<file path="src/rtl/control_pkg.sv">
// Shared constants and types for the Mini-SRC hardwired control unit.
// Holds the 5-bit opcode map, ALU operation codes, T-state encodings and
// the opcode class enumeration used by the classifier and the sequencer.
package control_pkg;

  localparam int unsigned OpcW = 5;

  // Opcodes (IR[31:27])
  localparam logic [OpcW-1:0] OpLd   = 5'b00000;
  localparam logic [OpcW-1:0] OpLdi  = 5'b00001;
  localparam logic [OpcW-1:0] OpSt   = 5'b00010;
  localparam logic [OpcW-1:0] OpAdd  = 5'b00011;
  localparam logic [OpcW-1:0] OpSub  = 5'b00100;
  localparam logic [OpcW-1:0] OpAnd  = 5'b00101;
  localparam logic [OpcW-1:0] OpOr   = 5'b00110;
  localparam logic [OpcW-1:0] OpShr  = 5'b00111;
  localparam logic [OpcW-1:0] OpShl  = 5'b01000;
  localparam logic [OpcW-1:0] OpAddi = 5'b01001;
  localparam logic [OpcW-1:0] OpAndi = 5'b01010;
  localparam logic [OpcW-1:0] OpOri  = 5'b01011;

  // ALU operation codes; cast to the port width at the point of use
  localparam int unsigned AluAdd = 0;
  localparam int unsigned AluSub = 1;
  localparam int unsigned AluAnd = 2;
  localparam int unsigned AluOr  = 3;
  localparam int unsigned AluShr = 4;
  localparam int unsigned AluShl = 5;

  typedef enum logic [2:0] {
    T0 = 3'd0,
    T1 = 3'd1,
    T2 = 3'd2,
    T3 = 3'd3,
    T4 = 3'd4,
    T5 = 3'd5,
    T6 = 3'd6,
    T7 = 3'd7
  } tstate_e;

  typedef enum logic [2:0] {
    ClsRalu,
    ClsIalu,
    ClsLd,
    ClsLdi,
    ClsSt,
    ClsIllegal
  } op_class_e;

endpackage

</file>
<file path="src/rtl/control_opcode_class.sv">
// Combinational opcode classifier.
// Ports:
//   opcode   - IR[31:27]
//   op_class - instruction class (R-ALU, I-ALU, ld, ldi, st, illegal)
//   alu_op   - ALU operation for ALU classes, ADD for everything else
module control_opcode_class
  import control_pkg::*;
#(
  parameter int unsigned OPC_W    = 5,
  parameter int unsigned ALU_OP_W = 4
) (
  input  logic [OPC_W-1:0]    opcode,
  output op_class_e           op_class,
  output logic [ALU_OP_W-1:0] alu_op
);

  always_comb begin
    op_class = ClsIllegal;
    alu_op   = ALU_OP_W'(AluAdd);
    case (opcode)
      OPC_W'(OpLd):   op_class = ClsLd;
      OPC_W'(OpLdi):  op_class = ClsLdi;
      OPC_W'(OpSt):   op_class = ClsSt;
      OPC_W'(OpAdd):  begin op_class = ClsRalu; alu_op = ALU_OP_W'(AluAdd); end
      OPC_W'(OpSub):  begin op_class = ClsRalu; alu_op = ALU_OP_W'(AluSub); end
      OPC_W'(OpAnd):  begin op_class = ClsRalu; alu_op = ALU_OP_W'(AluAnd); end
      OPC_W'(OpOr):   begin op_class = ClsRalu; alu_op = ALU_OP_W'(AluOr);  end
      OPC_W'(OpShr):  begin op_class = ClsRalu; alu_op = ALU_OP_W'(AluShr); end
      OPC_W'(OpShl):  begin op_class = ClsRalu; alu_op = ALU_OP_W'(AluShl); end
      OPC_W'(OpAddi): begin op_class = ClsIalu; alu_op = ALU_OP_W'(AluAdd); end
      OPC_W'(OpAndi): begin op_class = ClsIalu; alu_op = ALU_OP_W'(AluAnd); end
      OPC_W'(OpOri):  begin op_class = ClsIalu; alu_op = ALU_OP_W'(AluOr);  end
      default:        op_class = ClsIllegal;
    endcase
  end

endmodule

</file>
<file path="src/rtl/control_sequencer.sv">
// Mini-SRC hardwired control unit: one T-state per clock, T0..T7.
// Ports:
//   in_clk, in_reset_n        - clock, async active-low reset
//   in_run                    - allow a new fetch to start from T0
//   in_ir                     - instruction register (valid from T3)
//   in_mem_ack                - memory completion
//   out_* strobes             - datapath, memory and register-select controls
//   out_alu_op                - ALU operation (meaningful in T4)
//   out_illegal               - one-cycle pulse on an undecodable opcode
//   out_state                 - current T-state
module control_sequencer
  import control_pkg::*;
#(
  parameter int unsigned OPC_W    = 5,
  parameter int unsigned ALU_OP_W = 4
) (
  input  logic                in_clk,
  input  logic                in_reset_n,
  input  logic                in_run,
  input  logic [31:0]         in_ir,
  input  logic                in_mem_ack,
  output logic                out_pcout,
  output logic                out_pcin,
  output logic                out_incpc,
  output logic                out_marin,
  output logic                out_mdrin,
  output logic                out_mdrout,
  output logic                out_irin,
  output logic                out_mem_read,
  output logic                out_mem_write,
  output logic                out_mdr_from_mem,
  output logic                out_gra,
  output logic                out_grb,
  output logic                out_grc,
  output logic                out_rout,
  output logic                out_rin,
  output logic                out_baout,
  output logic                out_yin,
  output logic                out_zin,
  output logic                out_zlowout,
  output logic                out_cout,
  output logic [ALU_OP_W-1:0] out_alu_op,
  output logic                out_illegal,
  output logic [2:0]          out_state
);

  tstate_e               state_q, state_d;
  logic                  t1_wait_q;  // stalled in T1 past its first cycle
  op_class_e             op_class;
  logic [ALU_OP_W-1:0]   cls_alu_op;
  logic                  is_alu;
  logic                  unused_ir;

  assign unused_ir = ^in_ir[31-OPC_W:0];

  control_opcode_class #(
    .OPC_W    (OPC_W),
    .ALU_OP_W (ALU_OP_W)
  ) u_opcode_class (
    .opcode   (in_ir[31 -: OPC_W]),
    .op_class (op_class),
    .alu_op   (cls_alu_op)
  );

  assign is_alu    = (op_class == ClsRalu) || (op_class == ClsIalu);
  assign out_state = state_q;

  always_ff @(posedge in_clk or negedge in_reset_n) begin
    if (!in_reset_n) begin
      state_q   <= T0;
      t1_wait_q <= 1'b0;
    end else begin
      state_q   <= state_d;
      t1_wait_q <= (state_q == T1) && !in_mem_ack;
    end
  end

  always_comb begin
    state_d          = state_q;
    out_pcout        = 1'b0;
    out_pcin         = 1'b0;
    out_incpc        = 1'b0;
    out_marin        = 1'b0;
    out_mdrin        = 1'b0;
    out_mdrout       = 1'b0;
    out_irin         = 1'b0;
    out_mem_read     = 1'b0;
    out_mem_write    = 1'b0;
    out_mdr_from_mem = 1'b0;
    out_gra          = 1'b0;
    out_grb          = 1'b0;
    out_grc          = 1'b0;
    out_rout         = 1'b0;
    out_rin          = 1'b0;
    out_baout        = 1'b0;
    out_yin          = 1'b0;
    out_zin          = 1'b0;
    out_zlowout      = 1'b0;
    out_cout         = 1'b0;
    out_alu_op       = '0;
    out_illegal      = 1'b0;

    case (state_q)
      T0: begin
        // Reset gating keeps T0 strobes quiet while reset is held with run high
        if (in_run && in_reset_n) begin
          out_pcout = 1'b1;
          out_marin = 1'b1;
          out_incpc = 1'b1;
          out_zin   = 1'b1;
          state_d   = T1;
        end
      end
      T1: begin
        out_zlowout      = 1'b1;
        out_pcin         = !t1_wait_q;  // PC loads once even if memory stalls
        out_mem_read     = 1'b1;
        out_mdrin        = 1'b1;
        out_mdr_from_mem = 1'b1;
        if (in_mem_ack) state_d = T2;
      end
      T2: begin
        out_mdrout = 1'b1;
        out_irin   = 1'b1;
        state_d    = T3;
      end
      T3: begin
        if (op_class == ClsIllegal) begin
          out_illegal = 1'b1;
          state_d     = T0;
        end else begin
          out_grb   = 1'b1;
          out_yin   = 1'b1;
          out_rout  = is_alu;
          out_baout = !is_alu;  // ld/ldi/st address base; R0 reads as zero
          state_d   = T4;
        end
      end
      T4: begin
        out_zin    = 1'b1;
        out_alu_op = cls_alu_op;
        if (op_class == ClsRalu) begin
          out_grc  = 1'b1;
          out_rout = 1'b1;
        end else begin
          out_cout = 1'b1;
        end
        state_d = T5;
      end
      T5: begin
        out_zlowout = 1'b1;
        if (op_class == ClsLd || op_class == ClsSt) begin
          out_marin = 1'b1;
          state_d   = T6;
        end else begin
          out_gra = 1'b1;
          out_rin = 1'b1;
          state_d = T0;
        end
      end
      T6: begin
        out_mdrin = 1'b1;
        if (op_class == ClsLd) begin
          out_mem_read     = 1'b1;
          out_mdr_from_mem = 1'b1;
          if (in_mem_ack) state_d = T7;
        end else begin
          out_gra  = 1'b1;
          out_rout = 1'b1;
          state_d  = T7;
        end
      end
      T7: begin
        if (op_class == ClsSt) begin
          out_mem_write = 1'b1;
          if (in_mem_ack) state_d = T0;
        end else begin
          out_mdrout = 1'b1;
          out_gra    = 1'b1;
          out_rin    = 1'b1;
          state_d    = T0;
        end
      end
      default: state_d = T0;
    endcase
  end

endmodule

</file>
<file path="config.mk">
export PLATFORM = sky130hd
export DESIGN_NAME = control_sequencer
export DESIGN_NICKNAME = d
export VERILOG_FILES = /design/src/rtl/control_pkg.sv /design/src/rtl/control_opcode_class.sv /design/src/rtl/control_sequencer.sv
export SDC_FILE = /design/constraint.sdc
export NUM_CORES = 1
export LEC_CHECK = 0
export ABC_CLOCK_PERIOD_IN_PS = 4780
export CAP_MARGIN = 10
export CORE_UTILIZATION = 30
export DETAILED_ROUTE_END_ITERATION = 10
export PLACE_DENSITY = 0.82
export SYNTH_ARGS = -nofsm -noshare
export SYNTH_HDL_FRONTEND = slang
export SYNTH_SLANG_ARGS = --single-unit
</file>
<file path="constraint.sdc">
create_clock -name in_clk -period 4.78 [get_ports in_clk]
set_clock_uncertainty 0.05 [all_clocks]
set_input_delay 0.956 -clock in_clk [delete_from_list [all_inputs] [get_ports in_clk]]
set_output_delay 0.956 -clock in_clk [all_outputs]
set_load 0.01 [all_outputs]
</file>
==> flow_summary_export.csv, run 1 <==
group,metric,value,unit
route,remaining_drc_errors,0,
global_route,grt_max_degree,18,
die,die_x,46.60,um
setup_path,path_max_fanout,10,
synth,avgSynthCellArea,7.021,um^2
setup_path,cp_top_family,"buffers and inverters",
setup_path,cp_slowest_cell,"clkdlybuf4s50_1",
run,cap_violations,0,
clock_tree,cts_resized,0,
global_route,grt_overflow,0,
status,status,"complete, no violations",
global_route,grt_antenna_before_repair,0,
global_route,grt_pass1_wl,2587,um
sta,setup_violations,0,
synth,synth.top_cells.by_count,"nor2_1, nand2_1, a21oi_1",
route,vias_per_cell,4.971,
setup_path,max_stage_delay,0.70,ns
layout,antenna-diode-count,0,
setup_path,r2r-end,"out_state[0]",
route,dr.pass1.iters,4,
synth,synth.most_common_cell,"nor2_1",
synth,yosys-top-cells-area,"dfrtp_1, nor2_1, buf_4",
setup_path,crit_required,3.77,ns
route,top_layer,"met3",
sta,fmax,239.2,MHz
setup_path,cp_num_cells,6,
synth,synth-edff-count,0,
synth,ys_ff_latch,4,
power,p_leak,0.3553,nW
die,initial_utilization,33.12,%
synth,netlist_area,596.8,um^2
sta,finalSetupTns,0,ns
setup_path,crit_start,"in_ir[30]",
setup_path,reg2regPathDepth,4,
setup_path,r2r-start,"out_state[2]",
synth,syn-num-nets,121,
route,ant_nets,0,
route,post_drt_wl_per_cell,11.60,um
setup_path,start_kind,"input pin",
synth,ys_warn_count,0,
route,met1Wirelength,773,um
synth,synth_top_area_share,16.77,%
die,die_y,46.60,um
global_route,first_global_vias,634,
die,core-area,1802,um^2
route,drtIter0Drc,7,
clock_tree,cts_max_level,1,
global_route,grtUsageTotal,16.21,%
clock_tree,cts_tree,"yes",
route,wl_met3,70,um
synth,synthCells,85,
route,wl_met2,769,um
layout,drive_gt1_share,10.53,%
synth,yosysSeqAreaShare,16.77,%
sta,hold_slack,0.7427,ns
clock_tree,post_cts_buffers,0,
setup_path,cp-endpoint,"out_rout",
setup_path,crit_path_frequent_cell,"clkdlybuf4s50_1",
synth,synth.distinct_cells,36,
clock_tree,clockBufferDepth,2,
sta,grt_setup_unrepaired,"false",
sta,drv_slew,0,
sta,hold_violations,0,
clock_tree,root_buffer,"clkbuf_4",
setup_path,criticalPathCategory,"input pin to primary output",
power,power_density,434.6,nW/um^2
clock_tree,clock_latency,0.23,ns
setup_path,regToRegSetupSlack,3.31,ns
route,wirelength,1613,um
clock_tree,clk_pin_slew_worst_paths,0.04,ns
synth,async_flop_share,100.0,%
power,ir_drop,0.0002945,V
route,vias,691,
place,dp.final_hpwl,1232,um
die,row_count,15,
die,die-area,2172,um^2
place,port-buffer-count,35,
clock_tree,cts_buffers,3,
setup_path,crit_path_end_kind,"primary output",
setup_path,cp_cell_sequence,"clkdlybuf4s50_1 > or4b_4 > o2bb2ai_2 > and3_4 > or3_1 > clkdlybuf4s50_1",
sta,min_period,4.180,ns
layout,area_delta_synth_final,58.91,%
place,place_congestion,0.7768,
synth,yosys.area.top_type,"dfrtp_1",
setup_path,arrival,3.17,ns
die,pin_count,64,
setup_path,crit_buf_inv,2,
sta,post-route-period-util,87.46,%
clock_tree,postCtsHoldBufs,0,
worst_hold_path,hold_path.class,"flip-flop to flip-flop",
synth,synth_ff_type,"dfrtp_1",
clock_tree,cts.sinks,4,
layout,finalNetCount,152,
cells by family (layout without fill, tap and decap cells):
logic type,count (synthesis),in the layout,synth area share [%]
xor+xnor,1,1,1.468
other cells,1,1,0.6283
buf+inv,12,41,10.69
simple gates,45,45,44.65
flops,4,4,16.77
mux,2,2,3.773
compound gates,20,20,22.01
flip-flops by register name, summed over array words and instances, names as in the netlist:
name       flops
t1_wait_q      1
out_state      3
cell type report:
type	instances	area, um^2
Clock buffer	3	22.52
Tap cell	25	31.28
Timing Repair Buffer	35	350.3
Multi-Input combinational cell	69	432.9
Sequential cell	4	100.1
Fill cell	198	853.3
Inverter	3	11.26
worst min-delay path: cells and delay by family, from the launching register on:
| family | cells | cell delay [ns] |
|---|---|---|
| flip-flops | 1 | 0.54 |
| AO/OA/AOI/OAI | 1 | 0.10 |
| AND/OR/NAND/NOR | 1 | 0.12 |
worst min-delay path by stage:
stage	cells past startpoint	slack, ns	start	end
floorplan	0	0.61	in_reset_n	out_state[0]
global placement	1	0.71	out_state[1]	out_state[1]
detailed placement	2	0.72	out_state[0]	out_state[2]
CTS	2	0.74	out_state[0]	out_state[2]
global route	1	0.78	out_state[1]	out_state[1]
finish	2	0.74	out_state[0]	out_state[2]
routing by layer:
| metal | track usage [%] | vias up |
|---|---|---|
| li1 | - | 357 |
| met1 | 23.00 | 318 |
| met4 | 7.059 | 0 |
| met3 | 1.176 | 0 |
| met2 | 24.72 | 16 |
| met5 | 0 | - |
placed cells by master (no fill, tap or decap), types with 2 or more instances in the layout:
cell type and instances:
nand3b_1 2, o21ai_0 4, nand2_1 8, inv_1 3, nor3_1 3, nor2b_1 5
clkbuf_4 3, a21o_1 2, dfrtp_1 4, clkdlybuf4s50_1 35, nor2_1 12, or3_1 2
a21oi_1 7, nor4_1 2
metrics by stage:
step	utilization (%)	area (um^2)	power (mW)	cells	setup WS, ns
finish	52.64	948.4	0.4121	139	0.5996
global route	52.64	948.4	0.4475	139	0.5062
CTS	52.64	948.4	0.4158	139	0.6100
detailed placement	51.39	925.9	0.3712	136	0.6112
global placement	51.39	925.9	0.3671	136	0.6387
floorplan	-	596.8	0.2324	85	1.547
power by group:
part	total, mW	leakage [nW]	internal (mW)	switching [mW]
logic	0.280	0.290	0.161	0.119
clock network	0.0401	0.0138	0.0280	0.0121
registers	0.0920	0.0520	0.0472	0.0448
total	0.412	0.355	0.236	0.176
No activity file was read; power rests on OpenSTA's default activity.
==> run 2: changes to the inputs <==
Settings changed: ABC_AREA from default to 1, CORE_UTILIZATION 30 to 33, PLACE_DENSITY 0.82 to 0.81.
==> flow_summary_export.csv, run 2 <==
group,metric,value,unit
status,status,"complete, no violations",
power,power_density,422.1,nW/um^2
route,drtIter0Drc,13,
synth,yosys-top-cells-area,"nand2_1, dfrtp_1, nand2_2",
synth,async_flop_share,100.0,%
clock_tree,cts_resized,0,
clock_tree,root_buffer,"clkbuf_4",
clock_tree,cts_buffers,3,
place,dp.final_hpwl,1618,um
setup_path,path_max_fanout,5,
route,dr.pass1.iters,4,
route,vias,885,
global_route,grt_antenna_before_repair,0,
clock_tree,clk_pin_slew_worst_paths,0.03,ns
setup_path,crit_required,3.77,ns
setup_path,cp_top_family,"buffers and inverters",
layout,finalNetCount,191,
synth,netlist_area,720.7,um^2
setup_path,crit_path_end_kind,"primary output",
clock_tree,clock_latency,0.24,ns
clock_tree,post_cts_buffers,0,
route,wirelength,1996,um
place,placed_area,1064,um^2
synth,ys_ff_latch,4,
synth,avgSynthCellArea,6.006,um^2
sta,finalSetupTns,0,ns
synth,syn-num-nets,156,
clock_tree,cts.sinks,4,
global_route,grtUsageTotal,18.06,%
worst_hold_path,hold_path.class,"flip-flop to flip-flop",
layout,fillers,196,
route,vias_per_cell,4.917,
die,initial_utilization,36.00,%
synth,synth-edff-count,0,
die,pin_count,64,
clock_tree,cts_max_level,1,
synth,ys_warn_count,0,
layout,antenna-diode-count,0,
route,post_drt_wl_per_cell,11.09,um
synth,synth_top_area_share,16.67,%
sta,drv_slew,0,
setup_path,cp_slowest_cell,"clkdlybuf4s50_1",
die,row_count,16,
die,die-area,2375,um^2
synth,synth.top_cells.by_count,"nand2_1, nor2_1, nand3_1",
layout,drive_gt1_share,26.80,%
setup_path,crit_path_frequent_cell,"nand2_1",
run,cap_violations,0,
global_route,grt_overflow,0,
die,die_y,48.73,um
place,port-buffer-count,35,
layout,layout_common_cells,"clkdlybuf4s50_1, nand2_1, nor2_1",
setup_path,arrival,2.87,ns
layout,final_common_cell,"clkdlybuf4s50_1",
global_route,first_global_vias,755,
layout,area.sequential,100.1,um^2
setup_path,cp_cell_sequence,"clkdlybuf4s50_1 > nor2_2 > nand2_1 > o21ai_2 > nor2_1 > nand2_1 > nand2_1 > nand3_1 > clkdlybuf4s50_1",
sta,grt_setup_unrepaired,"false",
setup_path,start_kind,"input pin",
layout,largest_reg_flops,3,
synth,synthCells,120,
sta,hold_slack,0.5124,ns
sta,post-route-period-util,81.18,%
setup_path,criticalPathCategory,"input pin to primary output",
sta,setup_violations,0,
synth,yosysSeqAreaShare,13.89,%
global_route,grt_max_degree,10,
setup_path,crit_buf_inv,2,
synth,synth.most_common_cell,"nand2_1",
die,core-area,2002,um^2
power,p_leak,0.5381,nW
clock_tree,postCtsHoldBufs,0,
route,ant_nets,0,
sta,min_period,3.880,ns
die,die_x,48.73,um
place,place_congestion,0.8102,
clock_tree,cts_tree,"yes",
global_route,grt_pass1_wl,3312,um
synth,yosys.area.top_type,"nand2_1",
sta,fmax,257.7,MHz
setup_path,max_stage_delay,0.53,ns
layout,multi_input_comb_area,515.5,um^2
synth,synth_ff_type,"dfrtp_1",
route,remaining_drc_errors,0,
clock_tree,clockBufferDepth,2,
layout,postLayoutCellArea,1086,um^2
sta,hold_violations,0,
power,ir_drop,0.0002614,V
synth,synth.distinct_cells,24,
layout,area_delta_synth_final,50.69,%
[run 2: cell types whose count changed after synthesis, moves of 3 or more]
| cell | previous run | this run |
|---|---|---|
| nand2_1 | 8 | 32 |
| nand3_1 | 1 | 10 |
| inv_2 | 0 | 8 |
| nor2_2 | 0 | 8 |
| nand2_2 | 1 | 8 |
| inv_1 | 3 | 9 |
| a21oi_1 | 7 | 2 |
| nand3_2 | 0 | 5 |
| nor2b_1 | 5 | 0 |
| clkbuf_1 | 4 | 0 |
| nor3_2 | 0 | 4 |
| o21ai_0 | 4 | 1 |
[run 2: worst paths after layout]
| kind | depth (start not counted) | start | to | slack [ns] |
|---|---|---|---|---|
| worst min-delay path | 2 | out_state[0] | out_state[0] | 0.51 |
| worst min register to register | 2 | out_state[0] | out_state[0] | 0.51 |
| min in group asynchronous | 1 | in_reset_n | out_state[2] | 0.88 |
| max in group asynchronous | 1 | in_reset_n | t1_wait_q | 3.62 |
| worst max-delay path | 9 | in_ir[31] | out_rout | 0.90 |
| worst max register to register | 6 | out_state[0] | out_state[2] | 3.33 |
[run 2: routing by layer]
layer	up-vias	track usage, %	share of wire, %
met3	4	4.403	7.1
met4	0	9.314	1.7
met5	-	0	0
met1	391	20.30	42
li1	450	-	-
met2	40	31.25	49
[run 2: logic make-up (layout without fill, tap and decap cells)]
family                 Yosys count  count (layout)  share of synthesized area (%)
AOI/OAI and AO/OA                7               7                          6.424
buffers and inverters           22              55                          14.58
and+or+nand+nor                 86              86                          64.59
DFF                              4               4                          13.89
other                            1               1                         0.5203
[run 2: power by group]
group	internal [mW]	switching (mW)	leakage (nW)	total (mW)
Sequential	0.0477	0.0233	0.0517	0.0711
Clock	0.0281	0.0149	0.0138	0.0430
Combinational	0.164	0.181	0.473	0.344
Total	0.239	0.219	0.538	0.458
[run 2: worst reg2reg max path: cells and delay by family (launching register included)]
family / cells / cell delay (ns)
compound gates: 1 / 0.23
flops: 1 / 0.42
simple gates: 4 / 0.44
buf+inv: 1 / 0.20
[run 2: cell type report]
cell class | count | area share [%]
timing repair buffer | 35 | 32.26
tap | 27 | 3.111
sequential | 4 | 9.217
inverter | 17 | 5.876
clock buffer | 3 | 2.074
multi-input combinational | 94 | 47.47
[run 2: metrics by stage]
| stage | total power, mW | setup WS [ns] | cells | utilization, % |
|---|---|---|---|---|
| after floorplan | 0.2673 | 1.989 | 120 | - |
| after global placement | 0.4059 | 1.001 | 177 | 53.13 |
| after detailed placement | 0.4147 | 0.9382 | 177 | 53.13 |
| after CTS | 0.4619 | 0.9313 | 180 | 54.25 |
| after global routing | 0.4935 | 0.7954 | 180 | 54.25 |
| final | 0.4584 | 0.8998 | 180 | 54.25 |
==> run 3: changes to the inputs <==
Settings changed: ABC_CLOCK_PERIOD_IN_PS 4780 to 3300, CORE_UTILIZATION 33 to 28, PLACE_DENSITY 0.81 to 0.73.
Clock period 4.78 ns to 3.3 ns, I/O delays scaled along.
==> flow_summary_export.csv, run 3 (synthesis results as in run 2) <==
group,metric,value,unit
clock_tree,clock_latency,0.24,ns
die,row_count,18,
clock_tree,cts.sinks,4,
setup_path,start_kind,"input pin",
route,wirelength,1961,um
place,dp.final_hpwl,1572,um
power,switchingPower,316.1,uW
place,port-buffer-count,35,
status,status,"complete, no violations",
layout,largest_reg_flops,3,
layout,antenna-diode-count,0,
layout,area_delta_synth_final,55.38,%
die,die_x,52.74,um
clock_tree,cts_max_level,1,
layout,area.sequential,100.1,um^2
sta,drv_slew,0,
route,drtIter0Drc,15,
route,vias,881,
sta,hold_violations,0,
worst_hold_path,whs_path_depth,2,
setup_path,cp_top_family,"buffers and inverters",
route,vias_per_cell,4.788,
clock_tree,postCtsHoldBufs,0,
clock_tree,root_buffer,"clkbuf_4",
layout,finalNetCount,192,
setup_path,arrival,2.19,ns
setup_path,crit_buf_inv,3,
layout,layout_common_cells,"nand2_1, clkdlybuf4s50_1, nor2_1",
sta,finalSetupTns,0,ns
clock_tree,cts_buffers,3,
sta,setup_violations,0,
run,cap_violations,0,
setup_path,cp_cell_sequence,"clkdlybuf4s50_1 > nand2_1 > nor3_1 > inv_1 > nand2_1 > clkdlybuf4s50_1",
route,ant_nets,0,
sta,grt_setup_unrepaired,"false",
route,remaining_drc_errors,0,
setup_path,max_stage_delay,0.52,ns
global_route,grtUsageTotal,13.95,%
setup_path,r2r-end,"out_state[0]",
global_route,grt_antenna_before_repair,0,
layout,drive_gt1_share,27.27,%
die,pin_count,64,
layout,multi_input_comb_area,525.5,um^2
power,p_leak,0.5901,nW
sta,fmax,344.7,MHz
setup_path,path_max_fanout,3,
worst_hold_path,min-delay-start,"out_state[0]",
setup_path,crit_path_end_kind,"primary output",
power,total_power,663.5,uW
die,die_y,52.74,um
power,p_comb_share,75.0,%
setup_path,criticalPathCategory,"input pin to primary output",
route,dr.pass1.iters,4,
clock_tree,clockBufferDepth,2,
power,power_frac_clock,9.5,%
layout,fillers,251,
global_route,grt_overflow,0,
die,initial_utilization,29.36,%
sta,min_period,2.901,ns
clock_tree,clk_pin_slew_worst_paths,0.04,ns
route,post_drt_wl_per_cell,10.66,um
sta,post-route-period-util,87.92,%
place,place_congestion,0.7942,
global_route,grt_max_degree,10,
die,core-area,2455,um^2
setup_path,regToRegSetupSlack,1.84,ns
power,seqPwrFrac,15.5,%
power,ir_drop,0.0004509,V
setup_path,r2r-start,"out_state[0]",
global_route,grt_pass1_wl,2856,um
power,swShare,47.64,%
setup_path,cp_slowest_cell,"clkdlybuf4s50_1",
setup_path,crit_required,2.59,ns
clock_tree,cts_tree,"yes",
clock_tree,post_cts_buffers,0,
worst_hold_path,whs_endpoint,"out_state[0]",
power,power_density,592.5,nW/um^2
global_route,first_global_vias,700,
layout,final_common_cell,"nand2_1",
setup_path,reg2regPathDepth,6,
die,die-area,2781,um^2
power,internal_power,347.4,uW
worst_hold_path,hold_path.class,"flip-flop to flip-flop",
==> run 3: layout make-up <==
cell class	count	area share (%)
Multi-Input combinational cell	94	46.93
Clock buffer	3	2.011
Sequential cell	4	8.939
Tap cell	30	3.352
Inverter	17	5.698
Timing Repair Buffer	36	33.07
==> run 3: what timing repair did <==
| item | 4_1_cts | 5_1_grt |
|---|---|---|
| resized for setup | 0 | 7 |
| hold endpoints to repair | 0 | 0 |
| setup endpoints to repair | 0 | 3 |
==> run 3: worst max path at each step <==
stage                          start           end  slack (ns)  cells past startpoint
after detailed placement   in_ir[31]     out_baout        0.06                      9
after global placement     in_ir[31]      out_rout         0.1                      9
after CTS                  in_ir[31]     out_baout        0.06                      9
after floorplan            in_ir[27]  out_mem_read        1.10                      4
final                     in_reset_n     out_marin        0.40                      6
after global routing      in_reset_n       out_zin        0.31                      6
==> run 3: tightest hold or removal path: stages, from the launching register on <==
cell     delay (ns)
dfrtp_1        0.42
nand2_1        0.07
nand2_1        0.06
==> run 3: power groups by stage <==
stage / combinational (mW) / sequential, mW / clock, mW
after floorplan: 0.290 / 0.0975 / 0
after global routing: 0.543 / 0.105 / 0.0682
final: 0.498 / 0.103 / 0.0632
after global placement: 0.489 / 0.101 / 0
after CTS: 0.498 / 0.102 / 0.0650
after detailed placement: 0.493 / 0.103 / 0
==> run 3: layer usage <==
layer  vias up  part of all wire, %  global-route usage (%)
li1        448                    -                       -
met1       386                   43                   17.73
met2        39                   47                   22.36
met3         8                  7.1                   4.348
met4         0                  2.2                   3.947
met5         -                    0                       0
==> run 3: through the flow <==
step	std cells	setup WS (ns)	utilization, %	hold WS, ns	cell area [um^2]
finish	184	0.3985	45.62	0.5390	1120
global placement	181	0.09739	43.78	0.4936	1075
global route	184	0.3107	45.62	0.5695	1120
CTS	184	0.06311	44.70	0.5392	1097
detailed placement	181	0.06316	43.78	0.5295	1075
floorplan	120	1.101	-	0.3144	720.7
